[src/rtl/spi_mem_pkg.sv]
// Shared constants and state encoding for the SPI serial-memory protocol.
// The initiator side imports the same command constants.
package spi_mem_pkg;

  localparam logic [7:0] CMD_READ  = 8'h03;
  localparam logic [7:0] CMD_WRITE = 8'h02;
  localparam int         ADDR_BITS = 16;

  typedef enum logic [2:0] {
    IDLE,
    CMD,
    ADDR,
    RDATA,
    WDATA,
    DONE,
    IGNORE
  } state_e;

endpackage

[src/rtl/spi_mem_responder_if.sv]
// SPI pin bundle between initiator (master) and memory responder (slave).
interface spi_mem_responder_if;

  logic sclk;
  logic cs_n;
  logic mosi;
  logic miso;
  logic miso_oe;

  modport master (output sclk, output cs_n, output mosi, input miso, input miso_oe);
  modport slave  (input sclk, input cs_n, input mosi, output miso, output miso_oe);

endinterface

[src/rtl/spi_sync_edge.sv]
// N-flop input synchronizer with rise/fall detection on the last two synced samples.
module spi_sync_edge #(
  parameter int   STAGES    = 2,
  parameter logic RESET_VAL = 1'b0
) (
  input  logic clk,
  input  logic rst,
  input  logic d_i,
  output logic q_o,
  output logic rise_o,
  output logic fall_o
);

  // One flop beyond the synchronizer holds the previous synced sample.
  logic [STAGES:0] sync_q;

  always_ff @(posedge clk or posedge rst) begin
    if (rst) begin
      sync_q <= {(STAGES + 1){RESET_VAL}};
    end else begin
      sync_q <= {sync_q[STAGES-1:0], d_i};
    end
  end

  assign q_o    = sync_q[STAGES-1];
  assign rise_o = sync_q[STAGES-1] & ~sync_q[STAGES];
  assign fall_o = ~sync_q[STAGES-1] & sync_q[STAGES];

endmodule

[src/rtl/spi_mem_responder.sv]
// SPI mode-0 READ/WRITE memory responder with oversampled pins and a preload port.
// Define SPI_MEM_BURST_EN to stream consecutive bytes with address auto-increment.
module spi_mem_responder
  import spi_mem_pkg::*;
#(
  parameter int MEM_AW      = 6,
  parameter int SYNC_STAGES = 2
) (
  input  logic                  clk,
  input  logic                  rst,
  spi_mem_responder_if.slave    spi,
  input  logic                  ld_en,
  input  logic [MEM_AW-1:0]     ld_addr,
  input  logic [7:0]            ld_data,
  output logic                  busy,
  output logic                  txn_done,
  output logic                  cmd_err
);

  // Upper address bits alias, so only enough bits for a byte or an address are kept.
  localparam int RX_W = (MEM_AW > 8) ? MEM_AW : 8;

  logic       sclk_rise, sclk_fall, cs_n_s, mosi_s;
  logic [4:0] edge_unused;

  spi_sync_edge #(.STAGES(SYNC_STAGES), .RESET_VAL(1'b0)) u_sync_sclk (
    .clk(clk), .rst(rst), .d_i(spi.sclk),
    .q_o(edge_unused[0]), .rise_o(sclk_rise), .fall_o(sclk_fall)
  );

  spi_sync_edge #(.STAGES(SYNC_STAGES), .RESET_VAL(1'b1)) u_sync_cs (
    .clk(clk), .rst(rst), .d_i(spi.cs_n),
    .q_o(cs_n_s), .rise_o(edge_unused[1]), .fall_o(edge_unused[2])
  );

  spi_sync_edge #(.STAGES(SYNC_STAGES), .RESET_VAL(1'b0)) u_sync_mosi (
    .clk(clk), .rst(rst), .d_i(spi.mosi),
    .q_o(mosi_s), .rise_o(edge_unused[3]), .fall_o(edge_unused[4])
  );

  state_e            state_q, state_d;
  logic [3:0]        bit_cnt_q, bit_cnt_d;
  logic [RX_W-2:0]   rx_q, rx_d;
  logic [RX_W-1:0]   rx_shift;
  logic              is_read_q, is_read_d;
  logic [MEM_AW-1:0] addr_q, addr_d;
  logic [7:0]        tx_q, tx_d;
  logic              tx_load_q, tx_load_d;
  logic              miso_q, miso_d;
  logic              miso_oe_q, miso_oe_d;
  logic              txn_done_q, txn_done_d;
  logic              cmd_err_q, cmd_err_d;
  logic              wr_pend_q, wr_pend_d;
  logic [MEM_AW-1:0] wr_addr_q, wr_addr_d;
  logic [7:0]        wr_data_q, wr_data_d;
  logic [MEM_AW-1:0] rd_addr;
  logic [7:0]        rd_data_q;
  logic [7:0]        mem [2**MEM_AW];

  assign rx_shift = {rx_q, mosi_s};

  always_comb begin
    state_d    = state_q;
    bit_cnt_d  = bit_cnt_q;
    rx_d       = rx_q;
    is_read_d  = is_read_q;
    addr_d     = addr_q;
    tx_d       = tx_q;
    tx_load_d  = 1'b0;
    miso_d     = miso_q;
    miso_oe_d  = miso_oe_q;
    txn_done_d = 1'b0;
    cmd_err_d  = 1'b0;
    wr_pend_d  = 1'b0;
    wr_addr_d  = wr_addr_q;
    wr_data_d  = wr_data_q;
    rd_addr    = addr_q;

    // Registered memory read lands one clk after the request.
    if (tx_load_q) tx_d = rd_data_q;
    if (wr_pend_q) txn_done_d = 1'b1;

    if (cs_n_s) begin
      state_d   = IDLE;
      miso_d    = 1'b0;
      miso_oe_d = 1'b0;
    end else begin
      case (state_q)
        IDLE: begin
          state_d   = CMD;
          bit_cnt_d = 4'd7;
        end
        CMD: if (sclk_rise) begin
          rx_d      = rx_shift[RX_W-2:0];
          bit_cnt_d = bit_cnt_q - 4'd1;
          if (bit_cnt_q == 4'd0) begin
            bit_cnt_d = 4'(ADDR_BITS - 1);
            if (rx_shift[7:0] == CMD_READ) begin
              state_d   = ADDR;
              is_read_d = 1'b1;
            end else if (rx_shift[7:0] == CMD_WRITE) begin
              state_d   = ADDR;
              is_read_d = 1'b0;
            end else begin
              state_d   = IGNORE;
              cmd_err_d = 1'b1;
            end
          end
        end
        ADDR: if (sclk_rise) begin
          rx_d      = rx_shift[RX_W-2:0];
          bit_cnt_d = bit_cnt_q - 4'd1;
          if (bit_cnt_q == 4'd0) begin
            addr_d    = rx_shift[MEM_AW-1:0];
            bit_cnt_d = 4'd7;
            if (is_read_q) begin
              rd_addr   = rx_shift[MEM_AW-1:0];
              tx_load_d = 1'b1;
              state_d   = RDATA;
            end else begin
              state_d = WDATA;
            end
          end
        end
        RDATA: begin
          if (sclk_fall) begin
            miso_d    = tx_q[7];
            miso_oe_d = 1'b1;
            tx_d      = {tx_q[6:0], 1'b0};
          end else if (sclk_rise) begin
            bit_cnt_d = bit_cnt_q - 4'd1;
            if (bit_cnt_q == 4'd0) begin
              txn_done_d = 1'b1;
`ifdef SPI_MEM_BURST_EN
              addr_d    = addr_q + 1'b1;
              rd_addr   = addr_q + 1'b1;
              tx_load_d = 1'b1;
              bit_cnt_d = 4'd7;
`else
              state_d = DONE;
`endif
            end
          end
        end
        WDATA: if (sclk_rise) begin
          rx_d      = rx_shift[RX_W-2:0];
          bit_cnt_d = bit_cnt_q - 4'd1;
          if (bit_cnt_q == 4'd0) begin
            wr_pend_d = 1'b1;
            wr_addr_d = addr_q;
            wr_data_d = rx_shift[7:0];
`ifdef SPI_MEM_BURST_EN
            addr_d    = addr_q + 1'b1;
            bit_cnt_d = 4'd7;
`else
            state_d = DONE;
`endif
          end
        end
        DONE, IGNORE: ;
        default: state_d = IDLE;
      endcase
    end
  end

  always_ff @(posedge clk or posedge rst) begin
    if (rst) begin
      state_q    <= IDLE;
      bit_cnt_q  <= '0;
      rx_q       <= '0;
      is_read_q  <= 1'b0;
      addr_q     <= '0;
      tx_q       <= '0;
      tx_load_q  <= 1'b0;
      miso_q     <= 1'b0;
      miso_oe_q  <= 1'b0;
      txn_done_q <= 1'b0;
      cmd_err_q  <= 1'b0;
      wr_pend_q  <= 1'b0;
      wr_addr_q  <= '0;
      wr_data_q  <= '0;
    end else begin
      state_q    <= state_d;
      bit_cnt_q  <= bit_cnt_d;
      rx_q       <= rx_d;
      is_read_q  <= is_read_d;
      addr_q     <= addr_d;
      tx_q       <= tx_d;
      tx_load_q  <= tx_load_d;
      miso_q     <= miso_d;
      miso_oe_q  <= miso_oe_d;
      txn_done_q <= txn_done_d;
      cmd_err_q  <= cmd_err_d;
      wr_pend_q  <= wr_pend_d;
      wr_addr_q  <= wr_addr_d;
      wr_data_q  <= wr_data_d;
    end
  end

  // Contents survive reset; preload only while the bus is deselected.
  always_ff @(posedge clk) begin
    if (wr_pend_q) begin
      mem[wr_addr_q] <= wr_data_q;
    end else if (ld_en && cs_n_s) begin
      mem[ld_addr] <= ld_data;
    end
    rd_data_q <= mem[rd_addr];
  end

  assign busy        = ~cs_n_s;
  assign txn_done    = txn_done_q;
  assign cmd_err     = cmd_err_q;
  assign spi.miso    = miso_q;
  assign spi.miso_oe = miso_oe_q;

endmodule
[src/flat_wrapper.sv]
// flat-port wrapper written by rule: the top's interface ports become plain ports
module spi_mem_responder_flat import spi_mem_pkg::*;
#(
  parameter int MEM_AW      = 6,
  parameter int SYNC_STAGES = 2
)
  (clk, rst, ld_en, ld_addr, ld_data, busy, txn_done, cmd_err, spi_sclk, spi_cs_n, spi_mosi, spi_miso, spi_miso_oe);
  spi_mem_responder_if spi_i ();
  input  logic clk;
  input  logic rst;
  input  logic ld_en;
  input  logic [MEM_AW-1:0] ld_addr;
  input  logic [7:0] ld_data;
  output logic busy;
  output logic txn_done;
  output logic cmd_err;
  input wire logic [$bits(spi_i.sclk)-1:0] spi_sclk;
  input wire logic [$bits(spi_i.cs_n)-1:0] spi_cs_n;
  input wire logic [$bits(spi_i.mosi)-1:0] spi_mosi;
  output wire logic [$bits(spi_i.miso)-1:0] spi_miso;
  output wire logic [$bits(spi_i.miso_oe)-1:0] spi_miso_oe;
  assign spi_i.sclk = spi_sclk;
  assign spi_i.cs_n = spi_cs_n;
  assign spi_i.mosi = spi_mosi;
  assign spi_miso = spi_i.miso;
  assign spi_miso_oe = spi_i.miso_oe;
  spi_mem_responder #(.MEM_AW(MEM_AW), .SYNC_STAGES(SYNC_STAGES)) u_core (.clk(clk), .rst(rst), .spi(spi_i), .ld_en(ld_en), .ld_addr(ld_addr), .ld_data(ld_data), .busy(busy), .txn_done(txn_done), .cmd_err(cmd_err));
endmodule
[config.mk]
export PLATFORM = sky130hd
export DESIGN_NAME = spi_mem_responder_flat
export DESIGN_NICKNAME = d
export VERILOG_FILES = /design/src/rtl/spi_mem_pkg.sv /design/src/rtl/spi_mem_responder_if.sv /design/src/rtl/spi_sync_edge.sv /design/src/rtl/spi_mem_responder.sv /design/src/flat_wrapper.sv
export SDC_FILE = /design/constraint.sdc
export NUM_CORES = 1
export LEC_CHECK = 0
export ABC_AREA = 1
export CELL_PAD_IN_SITES_DETAIL_PLACEMENT = 1
export CELL_PAD_IN_SITES_GLOBAL_PLACEMENT = 1
export CORE_MARGIN = 2
export CORE_UTILIZATION = 50
export CTS_CLUSTER_DIAMETER = 50
export DETAILED_ROUTE_END_ITERATION = 8
export PLACE_DENSITY_LB_ADDON = 0.25
export SLEW_MARGIN = 30
export SYNTH_ARGS = -nofsm -noshare
export SYNTH_HDL_FRONTEND = slang
export SYNTH_SLANG_ARGS = --single-unit
[constraint.sdc]
create_clock -name clk -period 3.8 [get_ports clk]
set_clock_uncertainty 0.2 [all_clocks]
set_input_delay 0.57 -clock clk [delete_from_list [all_inputs] [get_ports clk]]
set_output_delay 0.57 -clock clk [all_outputs]
set_load 0.1 [all_outputs]
After elaboration in Yosys (flattened, before gate mapping)
Memory sizes are Yosys's and may differ from the RTL's. A register that Yosys moved wholly into a read port is not among the register bits.
Cells that the tools add are included.
{"block": "word_totals", "n_memories": 1, "regBits": 56, "elab_cells": 122, "input_bits": 20, "ramBits": 512}
{"name": "u_core.mem", "depth": 64, "width": 8, "read_ports": 1, "rd_ports_with_merged_regs": 1, "write_ports": 1, "line_no": "spi_mem_responder.sv:58", "text": "logic [7:0] mem [2**MEM_AW];"}
{"block": "op_classes", "n_eq_ne": 17, "add_sub_neg": 1, "bitwise_logic": 5, "reduce_logical": 17, "muxes": 64}
{"cell": "$mux 8", "count": 5}
{"cell": "$mux 6", "count": 6}
{"cell": "$mux 1", "count": 34}
{"cell": "$mux 3", "count": 11}
{"cell": "$mux 4", "count": 6}
{"cell": "$pmux 4 s5", "count": 1}
{"cell": "$pmux 3 s6", "count": 1}
{"cell": "$eq 8x2->1 const B", "count": 2}
{"cell": "$ne 3x2->1 const B", "count": 4}
{"cell": "$reduce_and 5->1", "count": 2}
{"cell": "$eq 3x3->1 const B", "count": 3}
{"cell": "$reduce_and 4->1", "count": 2}
{"cell": "$reduce_or 8->1", "count": 1}
{"cell": "$eq 3x2->1 const B", "count": 2}
{"cell": "$reduce_and 6->1", "count": 1}
{"cell": "$reduce_bool 2->1", "count": 3}
{"cell": "$reduce_bool 5->1", "count": 1}
{"cell": "$logic_not 4->1", "count": 1}
{"cell": "$ne 2x1->1 const B", "count": 2}
{"cell": "$ne 2x2->1 const B", "count": 2}
{"cell": "$sub 4x1->4 const B", "count": 1}
{"cell": "$eq 3x1->1 const B", "count": 1}
{"cell": "$logic_not 3->1", "count": 1}
{"cell": "$ne 3x3->1 const B", "count": 1}
{"cell": "other kinds (7)", "count": 10}

Depth between registers and ports, before layout
{"block": "depth", "depth_word": 7, "mapped_depth": 17}

Hierarchy
A second synthesis with hierarchy kept.
{"block": "unflattened", "hier_cells": 2407, "hier_area_um2": 25762.2}
{"mod": "spi_mem_responder", "instances": 1, "cells_each": 2383, "area_per_inst_um2": 25476.9}
{"mod": "spi_sync_edge (u_core.u_sync_mosi ...)", "instances": 2, "cells_each": 8, "area_per_inst_um2": 93.8}
{"mod": "spi_sync_edge (u_core.u_sync_cs)", "instances": 1, "cells_each": 8, "area_per_inst_um2": 97.6}

Worst setup path after synthesis
OpenSTA, ideal clock, no wires.
{"block": "synth_timing", "path_kind": "input port to flip-flop", "start": "input port ld_en", "end": "memory u_core.mem[56][0] (enable)", "n_path_buf": 1, "cell_stages": 8, "setup_slack_ns": 0.961, "required_time_ns": 3.217, "t_arrival_ns": 2.256, "cell_sequence": "nand3_1 buf_2 nand2_1 o21ai_0 inv_1 nor2_1 nand2_1 nor3_1"}
{"block": "synth_between", "elab_chain_len": 6, "word_cells_on_any_way": 7, "classes_between": "mux (5); reduce/logical (2)"}
{"item": "start: declaration", "line_no": "flat_wrapper.sv:11", "text": "input logic ld_en;"}
{"item": "$logic_and 1x1->1 (*)", "line_no": "spi_mem_responder.sv:204", "text": "end else if (ld_en && cs_n_s) begin"}
{"item": "$mux 1 (*)", "line_no": "spi_mem_responder.sv:204"}
{"item": "$mux 1 (*)", "line_no": "spi_mem_responder.sv:202", "text": "if (wr_pend_q) begin"}
{"item": "$mux 1 (implied by the code) (*)", "line_no": "spi_mem_responder.sv:205", "text": "mem[ld_addr] <= ld_data;"}
{"item": "$reduce_or 8->1 (no source line)"}
{"item": "$mux 6 (no source line) or $mux 1 (tied branches)"}
{"item": "end: declaration", "line_no": "spi_mem_responder.sv:58"}
Mark *: on every way between the ends. The rest lies on a longest branch, timed or not.

Worst setup path in the final report
{"block": "layout_timing", "start": "register u_core.bit_cnt_q[0]", "end": "register u_core.rd_data_q[1] (read register of u_core.mem)"}
{"block": "layout_between", "elab_chain_len": 5}
{"item": "start: declaration", "line_no": "spi_mem_responder.sv:42", "text": "logic [3:0] bit_cnt_q, bit_cnt_d;"}
{"item": "start signal: assignment", "line_no": "spi_mem_responder.sv:184", "text": "bit_cnt_q <= bit_cnt_d;"}
{"item": "$logic_not 4->1", "line_no": "spi_mem_responder.sv:113", "text": "if (bit_cnt_q == 4'd0) begin"}
{"item": "$mux 6", "line_no": "spi_mem_responder.sv:113"}
{"item": "$mux 6", "line_no": "spi_mem_responder.sv:110", "text": "ADDR: if (sclk_rise) begin"}
{"item": "$mux 6", "line_no": "spi_mem_responder.sv:88", "text": "case (state_q)"}
{"item": "$mux 6", "line_no": "spi_mem_responder.sv:83", "text": "if (cs_n_s) begin"}
{"item": "end: declaration", "line_no": "spi_mem_responder.sv:57", "text": "logic [7:0] rd_data_q;"}
No other way between the ends.
A chain may end at the register's enable or synchronous reset.

==> results_dict.tcl <==
set metrics [dict create \
    maxSlewViolCount 0 \
    initial_utilization_pct 50.8 \
    tightestPinTransition_ns 0.997 \
    antenna_cells 0 \
    syn2layout_area_growth_pct 14.9 \
    intPower_mw 10.9 \
    utilization_pct 58.4 \
    power_frac_comb_pct 4.2 \
    grt_pass1_vias 20000 \
    clock_sink_count 576 \
    fin_tns_setup_ns 0 \
    cts_tree "built" \
    status "completed" \
    yosysWarnings 0 \
    synth_seq_cells 576 \
    synth_area_leader_cell "edfxtp_1" \
    synth_edf_count 512 \
    synth_flop_cell "edfxtp_1" \
    fin_crit_sh_pct 92.3 \
    ys_seq_area_share_pct 66.2 \
    overflow 0 \
    insertion_delay_ns 0.61 \
    io_buffer_count 24 \
    drt-pass1-iter-count 6 \
    crit_type "reg -> reg" \
    p_sw_share_pct 22.2 \
    core_um2 50400 \
    final_hold_viol_count 0 \
    routed_via_density 5.55 \
    vias 18700 \
    wl_per_cell_um 23.0 \
    routed_wl_mm 77.4 \
    fmax_mhz 285 \
    clk_pin_slew_ns 0.06 \
    cp_data_required_time_ns 4.10 \
    path_max_fanout 43 \
    fin_nets 2666 \
    leakage_nw 12.3 \
    dieArea_um2 53000 \
    cts_setup_buffers 0 \
    synthTopCellsByCount "nand2_1 (575), nand3_1 (553), inv_1 (534)" \
    power.share.clock_pct 45.8 \
    gp_congestion 0.871 \
    synth_nets 2566 \
    ant_nets 0 \
    synthArstFlopShare_pct 9.72 \
    p_sw_mw 3.11 \
    hpwl_mm 48.6 \
    row_count 82 \
    cts_made_buffers 66 \
    drc 0 \
    synth.most_common_cell "nand2_1" \
    die_w_um 230 \
    antenna_found_initial 1 \
    grt_first_pass_wirelength_mm 118 \
    setup_viol 0 \
    cts_root_buf "clkbuf_16" \
    cp.arrival_ns 3.81 \
    drv_cap 0 \
    drtIter0Drc 1994 \
    synth_top_cell_area_share_pct 60.1 \
    grt_usage_pct 29.6 \
    ys_types 37 \
    clk_path_buf_depth 3 \
    grt_max_degree 111 \
    startpoint_type "flop" \
    pwr-share-seq_pct 50.0 \
    drive_gt1_share_pct 9.20 \
    rsz0062_at_grt "no" \
    synth.area.top_cells "edfxtp_1 (60%), nand3_1 (11%), nand2_1 (8.4%), inv_1 (7.8%), dfrtp_1 (5.3%)" \
    end_kind "flop" \
    dieHeight_um 230 \
    hold_path.class "reg -> reg" \
    htreeDepth 3 \
    relSlewSlack_pct 33.3 \
    synth_area_um2 25600 \
    synth_area_per_cell_um2 10.1 \
    peakVddDrop_mv 0.420 \
    postSynthCellCount 2544 \
    period_needed_ns 3.51 \
    ios 25 \
    power_density_nw_per_um2 476 \
]
==> critical path: stages, from the launching register on <==
cell	delay [ns]
dfrtp_1	0.39
inv_1	0.11
ha_1	0.18
nand2_1	0.16
nor2_4	0.24
nand3_2	0.38
nand2_8	0.38
buf_12	0.27
nand2_1	0.08
nand3_1	0.11
nand3_1	0.16
nand3_1	0.20
nand3_1	0.16
nand3_1	0.24
nand2_1	0.09
==> worst paths after layout <==
| check | slack [ns] | from | cells after the start | to |
|---|---|---|---|---|
| worst max-delay path | 0.29 | u_core.bit_cnt_q[0]$_DFFE_PP0P_ | 14 | u_core.rd_data_q[1]$_DFF_P_ |
| worst min-delay path | 0.15 | u_core.u_sync_mosi.sync_q[0]$_DFF_PP0_ | 0 | u_core.u_sync_mosi.sync_q[1]$_DFF_PP0_ |
| worst max register to register | 0.29 | u_core.bit_cnt_q[0]$_DFFE_PP0P_ | 14 | u_core.rd_data_q[1]$_DFF_P_ |
| worst min register to register | 0.15 | u_core.u_sync_mosi.sync_q[0]$_DFF_PP0_ | 0 | u_core.u_sync_mosi.sync_q[1]$_DFF_PP0_ |
| max in group asynchronous | 1.93 | rst | 4 | u_core.rx_q[3]$_DFFE_PP0P_ |
| min in group asynchronous | 0.57 | rst | 3 | u_core.bit_cnt_q[1]$_DFFE_PP0P_ |
==> layout make-up <==
class                           count  area [µm²]
Multi-Input combinational cell   1314        5970
Clock buffer                       85        1760
Clock inverter                     36         407
Fill cell                        5410       21000
Timing Repair Buffer              148        1460
Tap cell                          672         841
Sequential cell                   576       16900
Inverter                          538        2020
==> per-layer routing <==
layer  vias to the layer above  part of all wire, %  GRT usage, %
li1                       8448                    -             -
met1                      9311                   40          36.7
met2                       719                   49          49.9
met3                       212                  6.8          6.00
met4                         0                  4.4          14.1
met5                         -                    0             0
==> registers in the layout (all words and copies together), names as in the netlist, 2 cells and up <==
signal and cells:
u_core.rx_q 7, u_core.mem 512, u_core.bit_cnt_q 4, u_core.u_sync_cs.sync_q 2, u_core.wr_addr_q 6, u_core.u_sync_sclk.sync_q 3, u_core.u_sync_mosi.sync_q 2, u_core.rd_data_q 8
u_core.wr_data_q 8, u_core.state_q 3, u_core.addr_q 6, u_core.tx_q 8
==> metrics by stage <==
stage,worst slack (ns),total power [mW],cells,hold slack [ns],instance area [µm²]
finish,0.291,14.0,3369,0.153,29400
global route,0.165,14.3,3369,0.159,29400
CTS,0.360,14.1,3369,0.154,29400
detailed placement,0.100,7.69,3247,0.143,27200
global placement,0.196,7.66,3247,0.133,27200
floorplan,0.961,7.42,2544,0.131,25600
==> cells in the final DEF (no fill, tap or decap), drive strengths merged <==
| cell type | instances |
|---|---|
| a21oi | 2 |
| a22oi | 2 |
| buf | 123 |
| bufinv | 7 |
| clkbuf | 85 |
| clkdlybuf4s50 | 24 |
| clkinv | 20 |
| clkinvlp | 2 |
| dfrtp | 54 |
| dfstp | 2 |
| dfxtp | 8 |
| dlygate4sd3 | 1 |
| edfxtp | 512 |
| ha | 2 |
| inv | 545 |
| mux2 | 8 |
| mux2i | 1 |
| nand2 | 579 |
| nand3 | 557 |
| nand4 | 1 |
| nor2 | 82 |
| nor3 | 6 |
| nor4 | 1 |
| o211ai | 3 |
| o21ai | 64 |
| o21bai | 1 |
| o22ai | 1 |
| o311ai | 1 |
| or2 | 1 |
| xnor2 | 1 |
| xor2 | 1 |
==> power by group through the flow <==
stage	clock network, mW	registers, mW	logic, mW
2_1_floorplan	0	7.11	0.315
3_3_place_gp	0	7.12	0.535
3_5_place_dp	0	7.13	0.561
4_1_cts	6.48	7.00	0.579
5_1_grt	6.69	7.00	0.648
6_report	6.41	7.00	0.585
==> cell families (layout without fill, tap and decap cells) <==
kind of cell / Yosys count / count (layout) / synth area share [%]
and+or+nand+nor: 1227 / 1227 / 21.0
buffers and inverters: 654 / 807 / 10.7
AOI/OAI and AO/OA: 74 / 74 / 1.60
adders and majority gates: 2 / 2 / 0.0977
xor gates and xnor gates: 2 / 2 / 0.0684
muxes: 9 / 9 / 0.391
DFF: 576 / 576 / 66.2
==> what timing repair did <==
action	in CTS	in global routing
resized for setup	0	0
hold endpoints to repair	7	0
hold buffers	1	0
Note: power is estimated with default switching activity, not from simulation.
